===== config.mk =====
export PLATFORM = sky130hd
export DESIGN_NAME = cxd2545_track_pulse_gen
export DESIGN_NICKNAME = d
export VERILOG_FILES = /design/src/rtl/cxd2545_pkg.sv /design/src/rtl/cxd2545_tick_div.sv /design/src/rtl/cxd2545_track_pulse_gen.sv
export SDC_FILE = /design/constraint.sdc
export NUM_CORES = 1
export LEC_CHECK = 0
export CORE_AREA = 2 2 133 109
export DETAILED_ROUTE_END_ITERATION = 7
export DIE_AREA = 0 0 135 111
export PLACE_DENSITY = 0.67
export SYNTH_ARGS = -nofsm -noshare
export SYNTH_HDL_FRONTEND = slang
export SYNTH_SLANG_ARGS = --single-unit

===== constraint.sdc =====
create_clock -name clk -period 3.8 [get_ports clk]
set_input_delay 0.76 -clock clk [delete_from_list [all_inputs] [get_ports clk]]
set_output_delay 0.76 -clock clk [all_outputs]
set_load 0.005 [all_outputs]

===== src/rtl/cxd2545_pkg.sv =====
`default_nettype none
// ============================================================================
//  Module      : cxd2545_pkg
//  Description : Shared definitions for the CXD2545 track-crossing blocks
//                (pulse generator and track counter): sequencer state
//                encoding and default field widths.
//  Revision    : 1.0  initial release
// ============================================================================
package cxd2545_pkg;

  // Default width of track count, pulse width and gap fields
  localparam int CNT_W_DEF = 16;
  // Default width of the prescaler divisor
  localparam int DIV_W_DEF = 16;

  // Pulse sequencer states
  typedef enum logic [1:0] {
    ST_IDLE = 2'd0,
    ST_HIGH = 2'd1,
    ST_LOW  = 2'd2,
    ST_DONE = 2'd3
  } track_state_t;

endpackage : cxd2545_pkg
`default_nettype wire


===== src/rtl/cxd2545_tick_div.sv =====
`default_nettype none
// ============================================================================
//  Module      : cxd2545_tick_div
//  Description : Prescaler producing one tick every div+1 clk cycles.
//                A new divisor is picked up at each wrap and on clear, so a
//                change never truncates or stretches the current period.
//  Revision    : 1.0  initial release
// ============================================================================
module cxd2545_tick_div
  import cxd2545_pkg::*;
#(
  parameter int DIV_W = DIV_W_DEF
) (
  input  logic             clk,
  input  logic             rst,
  input  logic [DIV_W-1:0] div,
  input  logic             clr,
  output logic             tick
);

  logic [DIV_W-1:0] r_cnt;
  logic [DIV_W-1:0] r_div;

  // Tick on the last count of the period
  assign tick = (r_cnt == r_div);

  // Period counter; divisor is sampled only at period boundaries
  always_ff @(posedge clk) begin
    if (rst) begin
      r_cnt <= '0;
      r_div <= '0;
    end else if (clr || tick) begin
      r_cnt <= '0;
      r_div <= div;
    end else begin
      r_cnt <= r_cnt + DIV_W'(1);
    end
  end

endmodule : cxd2545_tick_div
`default_nettype wire


===== src/rtl/cxd2545_track_pulse_gen.sv =====
`default_nettype none
// ============================================================================
//  Module      : cxd2545_track_pulse_gen
//  Description : Emits track_total high pulses on sens, each pulse_width ticks
//                high followed by pulse_gap ticks low, timed by a shared
//                prescaler. Supports abort and reports remaining tracks.
//  Revision    : 1.0  initial release
// ============================================================================
module cxd2545_track_pulse_gen
  import cxd2545_pkg::*;
#(
  parameter int CNT_W = CNT_W_DEF,
  parameter int DIV_W = DIV_W_DEF
) (
  input  logic             clk,
  input  logic             rst,
  input  logic [DIV_W-1:0] div,
  input  logic             start,
  input  logic             abort,
  input  logic [CNT_W-1:0] track_total,
  input  logic [CNT_W-1:0] pulse_width,
  input  logic [CNT_W-1:0] pulse_gap,
  output logic             sens,
  output logic             busy,
  output logic             done,
  output logic [CNT_W-1:0] tracks_left
);

  track_state_t     r_state, w_state_n;
  logic [CNT_W-1:0] r_phase, w_phase_n;
  logic [CNT_W-1:0] r_width, w_width_n;
  logic [CNT_W-1:0] r_gap,   w_gap_n;
  logic [CNT_W-1:0] r_left,  w_left_n;
  logic             r_sens,  w_sens_n;
  logic             r_busy,  w_busy_n;
  logic             r_done,  w_done_n;
  logic             w_clr;
  logic             w_tick;

  cxd2545_tick_div #(
    .DIV_W (DIV_W)
  ) u_tick_div (
    .clk  (clk),
    .rst  (rst),
    .div  (div),
    .clr  (w_clr),
    .tick (w_tick)
  );

  assign sens        = r_sens;
  assign busy        = r_busy;
  assign done        = r_done;
  assign tracks_left = r_left;

  // State and output registers
  always_ff @(posedge clk) begin
    if (rst) begin
      r_state <= ST_IDLE;
      r_phase <= '0;
      r_width <= CNT_W'(1);
      r_gap   <= CNT_W'(1);
      r_left  <= '0;
      r_sens  <= 1'b0;
      r_busy  <= 1'b0;
      r_done  <= 1'b0;
    end else begin
      r_state <= w_state_n;
      r_phase <= w_phase_n;
      r_width <= w_width_n;
      r_gap   <= w_gap_n;
      r_left  <= w_left_n;
      r_sens  <= w_sens_n;
      r_busy  <= w_busy_n;
      r_done  <= w_done_n;
    end
  end

  // Sequencer next-state and next-output logic
  always_comb begin
    w_state_n = r_state;
    w_phase_n = r_phase;
    w_width_n = r_width;
    w_gap_n   = r_gap;
    w_left_n  = r_left;
    w_sens_n  = r_sens;
    w_busy_n  = r_busy;
    w_done_n  = 1'b0;
    w_clr     = 1'b0;

    unique case (r_state)
      ST_IDLE: begin
        // abort is meaningless here; start alone decides
        if (start) begin
          w_clr     = 1'b1;
          w_busy_n  = 1'b1;
          w_phase_n = '0;
          w_left_n  = track_total;
          if (track_total != '0) begin
            w_width_n = (pulse_width == '0) ? CNT_W'(1) : pulse_width;
            w_gap_n   = (pulse_gap   == '0) ? CNT_W'(1) : pulse_gap;
            w_sens_n  = 1'b1;
            w_state_n = ST_HIGH;
          end else begin
            w_state_n = ST_DONE;
            w_done_n  = 1'b1;
          end
        end
      end

      ST_HIGH: begin
        if (abort) begin
          w_sens_n  = 1'b0;
          w_state_n = ST_DONE;
          w_done_n  = 1'b1;
        end else if (w_tick) begin
          if (r_phase == r_width - CNT_W'(1)) begin
            // HIGH is entered only with r_left >= 1, so no underflow
            w_sens_n  = 1'b0;
            w_left_n  = r_left - CNT_W'(1);
            w_phase_n = '0;
            w_state_n = ST_LOW;
          end else begin
            w_phase_n = r_phase + CNT_W'(1);
          end
        end
      end

      ST_LOW: begin
        if (abort) begin
          w_sens_n  = 1'b0;
          w_state_n = ST_DONE;
          w_done_n  = 1'b1;
        end else if (w_tick) begin
          if (r_phase == r_gap - CNT_W'(1)) begin
            w_phase_n = '0;
            if (r_left == '0) begin
              w_state_n = ST_DONE;
              w_done_n  = 1'b1;
            end else begin
              w_sens_n  = 1'b1;
              w_state_n = ST_HIGH;
            end
          end else begin
            w_phase_n = r_phase + CNT_W'(1);
          end
        end
      end

      ST_DONE: begin
        // done strobe was registered on entry; release busy and go idle
        w_busy_n  = 1'b0;
        w_state_n = ST_IDLE;
      end

      default: begin
        w_state_n = ST_IDLE;
      end
    endcase
  end

endmodule : cxd2545_track_pulse_gen
`default_nettype wire

After elaboration in Yosys (flattened, before gate mapping)
Cells that the tools add are included.
- register bits after elaboration: 101
- input port bits: 68
- output and inout port bits: 19
- word-level logic and storage cells: 96
- add/subtract/negate cells: 5
- equality and inequality tests: 18
- muxes and demuxes: 47
- reductions and logical operators: 16
- operators by type and width (kind ; count):
    $mux W16 ; 13
    $eq A16 B16 Y1 ; 3
    $logic_not A16 Y1 ; 3
    $pmux W16 S3 ; 1
    $sub A16 B1 Y16 const B ; 3
    $add A16 B1 Y16 const B ; 2
    $pmux W16 S2 ; 1
    $mux W1 ; 19
    $mux W2 ; 9
    $reduce_bool A16 Y1 ; 1
    $ne A2 B2 Y1 const B ; 5
    $reduce_and A5 Y1 ; 2
    $ne A3 B3 Y1 const B ; 3
    $pmux W2 S4 ; 1
    $reduce_and A8 Y1 ; 1
    $ne A3 B2 Y1 const B ; 2
    $pmux W1 S3 ; 2
    $reduce_and A6 Y1 ; 1
    $eq A2 B2 Y1 const B ; 2
    $ne A2 B1 Y1 const B ; 2
    $reduce_bool A2 Y1 ; 2
    $reduce_and A3 Y1 ; 1
    $reduce_bool A3 Y1 ; 1
    $eq A2 B1 Y1 const B ; 1
    other kinds (5) ; 5

Depth between registers and ports, before layout
- word-level depth: 6
- mapped depth: 13
- depth with buffers taken out: 11

Modules after synthesis
From an unflattened synthesis, not the netlist that was laid out.
- cells, all modules: 766
- area, all modules: 6089.6 µm²
- modules (own cells, without submodules) (module ; times used ; cells an instance ; area an instance (µm²) ; sequential area each (µm²)):
    cxd2545_track_pulse_gen ; 1 ; 596 ; 4465.5 ; 1381.3
    cxd2545_tick_div ; 1 ; 170 ; 1624.1 ; 640.6

Worst setup path before layout
Ideal clock, no wire load.
- path kind: register -> register
- from: register r_width[0]
- to: register r_left[6], in the netlist tracks_left[6]
- setup time: 0.137 ns
- arrival: 2.831 ns
- data required time: 3.663 ns
- setup slack: 0.832 ns
- stages on the path, launching flop included: 14
- path buffers: 2
- period minus slack after synthesis: 2.968 ns
- path through: dfxtp_1 > inv_1 > ha_1 > or4b_1 > clkbuf_1 > o41ai_1 > o41ai_1 > a221oi_2 > nand4_2 > o31ai_4 > nand2_4 > buf_6 > o211ai_2 > o31ai_2
- longest elaborated chain between the ends: 4
- ends and longest elaborated chain (item ; RTL line ; text):
    start: declaration ; cxd2545_track_pulse_gen.sv:31 ; logic [CNT_W-1:0] r_width, w_width_n;
    start signal: assignment ; cxd2545_track_pulse_gen.sv:69 ; r_width <= w_width_n;
    $sub A16 B1 Y16 ; cxd2545_track_pulse_gen.sv:116 ; if (r_phase == r_width - CNT_W'(1)) begin
    $eq A16 B16 Y1 ; cxd2545_track_pulse_gen.sv:116 ;
    $ne A2 B2 Y1 (no line) ; n/a ;
    $reduce_and A5 Y1 (no line) ; n/a ;
    end signal: assignment ; cxd2545_track_pulse_gen.sv:71 ; r_left <= w_left_n;
    end: declaration ; cxd2545_track_pulse_gen.sv:33 ; logic [CNT_W-1:0] r_left, w_left_n;
Every way passes these cells.
A chain may end at the register's enable or synchronous reset.

Worst setup path after layout
Same ends and word-level chain as after synthesis.

==> results.yml <==
drt:
  ant_nets: 0
  wl_per_cell_microns: 15.6
  routed_wl_mm: 15.8
  num_vias: 5598
  drc: 0
  drtPass1Iterations: 5
  drt_iter0_markers: 376
  via_per_inst: 5.52
sta:
  fmax_mhz: 296
  slew_violations: 0
  hold_viol_final: 0
  worst_pin_slew_ns: 0.718
  skew_ns: 0.00793
  setup_viol: 0
  rsz0062_at_grt: "false"
  max_slew_margin_pct: 51.8
  fin_setup_tns_ns: 0
  post-route-period-util_pct: 89.0
  fin_crit_ns: 3.38
cts:
  clk_pin_slew_ns: 0.07
  clkSinkCount: 101
  ctsResizeCount: 0
  cts_tree: "yes"
  root_buffer: "clkbuf_16"
  cts_buffers: 9
  htree_levels: 3
  insertion_delay_ns: 0.35
  hold_buffers: 0
  post-cts-setup-buffers: 0
  clockBufferDepth: 2
placement:
  port-buffer-count: 86
  gp_congestion: 0.910
  postPlaceCellArea_sq_um: 7020
  hpwl_mm: 11.9
setup_path:
  cpPeakStageDelay_ns: 0.61
  cp_num_buf_inv: 1
  path_class: "reg2reg"
  cp-start-kind: "register"
  required_ns: 4.03
  cp_slowest_cell: "or4b_1"
  r2r_cells: 11
  cp_top_family: "compound AO/OA/AOI/OAI gates"
  crit_arrival_ns: 3.61
  worstSetupEndpointType: "register"
  crit_chain: "inv_1 > ha_1 > or4b_1 > o41ai_1 > o41ai_1 > a221oi_2 > nand4_2 > o31ai_4 > nand2_4 > o211ai_2 > o31ai_2"
  cpMostUsedCell: "o41ai_1"
  cp.depth: 11
  crit_fanout: 22
layout:
  area_growth_syn_to_layout_pct: 20.7
  layout-drive-gt1-share_pct: 6.99
  nets: 902
  utilization_pct: 52.8
  final_cell_area_sq_um: 7310
  diodes: 0
  fillers: 1326
grt:
  grt_usage_pct: 21.4
  grt_pass1_wl_mm: 26.3
  grt_max_degree: 34
  grt.overflow.total: 0
  antenna_found_initial: 0
  grt_pass1_vias: 5388
die:
  start_util_pct: 43.7
  die_h_microns: 111
  pin_count: 87
  die-width_microns: 135
  fp.dieArea_sq_um: 15000
  rows: 39
  coreArea_sq_um: 13900
logic_synthesis:
  async_flop_share_pct: 0
  ys_seq_elements: 101
  yosys_warnings: 0
  synth.distinct_cells: 68
  avgSynthCellArea_sq_um: 7.94
  synth_ff_type: "dfxtp_1"
  netlist_area_sq_um: 6060
  seq_area_frac_synth_pct: 33.4
  syn_inst: 763
  syn_nets: 840
  synth-edff-count: 0
power_and_ir_drop:
  ir_drop_mv: 0.316
  power_density_nw_per_um2: 673
  report.power.total_w: 0.00492
  p_leak_nw: 2.65
run:
  drv_cap: 0
worst_hold_path:
  hp-class: "reg2reg"
  holdPathStages: 2
outcome:
  status: "complete, no violations"
-- layer usage --
metal / share of wire [%] / vias up / track usage [%]
li1: - / 2832 / -
met1: 50 / 2614 / 30.2
met2: 45 / 135 / 34.4
met3: 4.6 / 17 / 3.84
met4: 1.1 / 0 / 4.24
met5: 0 / - / 0
-- sequential cells by signal, summed over array words and instances, names as in the netlist --
name              flops
tracks_left          16
r_gap                16
r_phase              16
busy                  1
u_tick_div.r_cnt     16
u_tick_div.r_div     16
r_width              16
r_state               2
sens                  1
done                  1
-- cells in the mapped netlist (all sizes together) (12+ instances only) --
cell type | count | share of area, %
clkbuf | 39 | 2.4
xnor2 | 50 | 7.2
and3 | 12 | 1.2
inv | 19 | 1.2
nor4 | 20 | 2.4
dfxtp | 101 | 33
nand4 | 15 | 1.7
a21oi | 60 | 5.3
nand2 | 97 | 6.1
xor2 | 32 | 4.6
o21ai | 21 | 1.7
nor2 | 89 | 5.5
nand3 | 26 | 2.1
nor3 | 24 | 2.1
mux2i | 23 | 3.8
-- path summary, 6_finish.rpt --
check	endpoint	startpoint	slack (ns)
worst max-delay path	tracks_left[6]	r_width[0]	0.42
worst min-delay path	r_gap[15]	r_gap[15]	0.48
worst max register to register	tracks_left[6]	r_width[0]	0.42
worst min register to register	r_gap[15]	r_gap[15]	0.48
-- where the power goes --
part | switching, W | total (W) | leakage, nW | internal, W
Clock | 0.000444 | 0.000905 | 0.142 | 0.000461
Sequential | 0.000266 | 0.00154 | 0.825 | 0.00127
Combinational | 0.00142 | 0.00248 | 1.68 | 0.00106
-- cell type report --
type	instances	area, sq um	area share, %
Clock buffer	9	225	3.08
Clock inverter	7	63.8	0.873
Inverter	20	75.1	1.03
Multi-Input combinational cell	596	3760	51.4
Sequential cell	101	2020	27.6
Tap cell	184	230	3.15
Timing Repair Buffer	97	938	12.8
-- worst min-delay path: stages, from the launching register on --
cell and delay, ns:
dfxtp_1 0.33, nand2_1 0.05, a21oi_1 0.05
-- stage by stage --
| stage | hold WS (ns) | worst slack [ns] | instances |
|---|---|---|---|
| 3_5_place_dp | 0.470 | 0.422 | 998 |
| 6_report | 0.476 | 0.420 | 1014 |
| 3_3_place_gp | 0.464 | 0.565 | 998 |
| 2_1_floorplan | 0.448 | 0.832 | 763 |
| 4_1_cts | 0.480 | 0.419 | 1014 |
| 5_1_grt | 0.515 | 0.149 | 1014 |
-- layout by cell type (no fill, tap or decap), types with 9 or more instances in the layout --
cell             count
nor3_1              23
nand3_1             26
nand2_1             96
o21ai_0             13
nand4_1             14
nor4_1              17
xnor2_1             50
xor2_1              32
nand2b_1             9
clkbuf_16            9
ha_1                 9
buf_4               11
nor2_1              89
and3_1              12
a21oi_1             54
dfxtp_1            101
mux2i_1             23
inv_1               19
clkdlybuf4s50_1     85
-- logic make-up after synthesis --
group	count (synthesis)	share of synthesized area, %
adder cells (fa/ha/maj)	9	1.86
XOR/XNOR	82	11.8
multiplexers	23	3.80
AO/OA/AOI/OAI	148	17.2
buffers and inverters	66	4.67
AND/OR/NAND/NOR	334	27.2
flip-flops	101	33.4
Note: power is estimated with default switching activity, not from simulation.
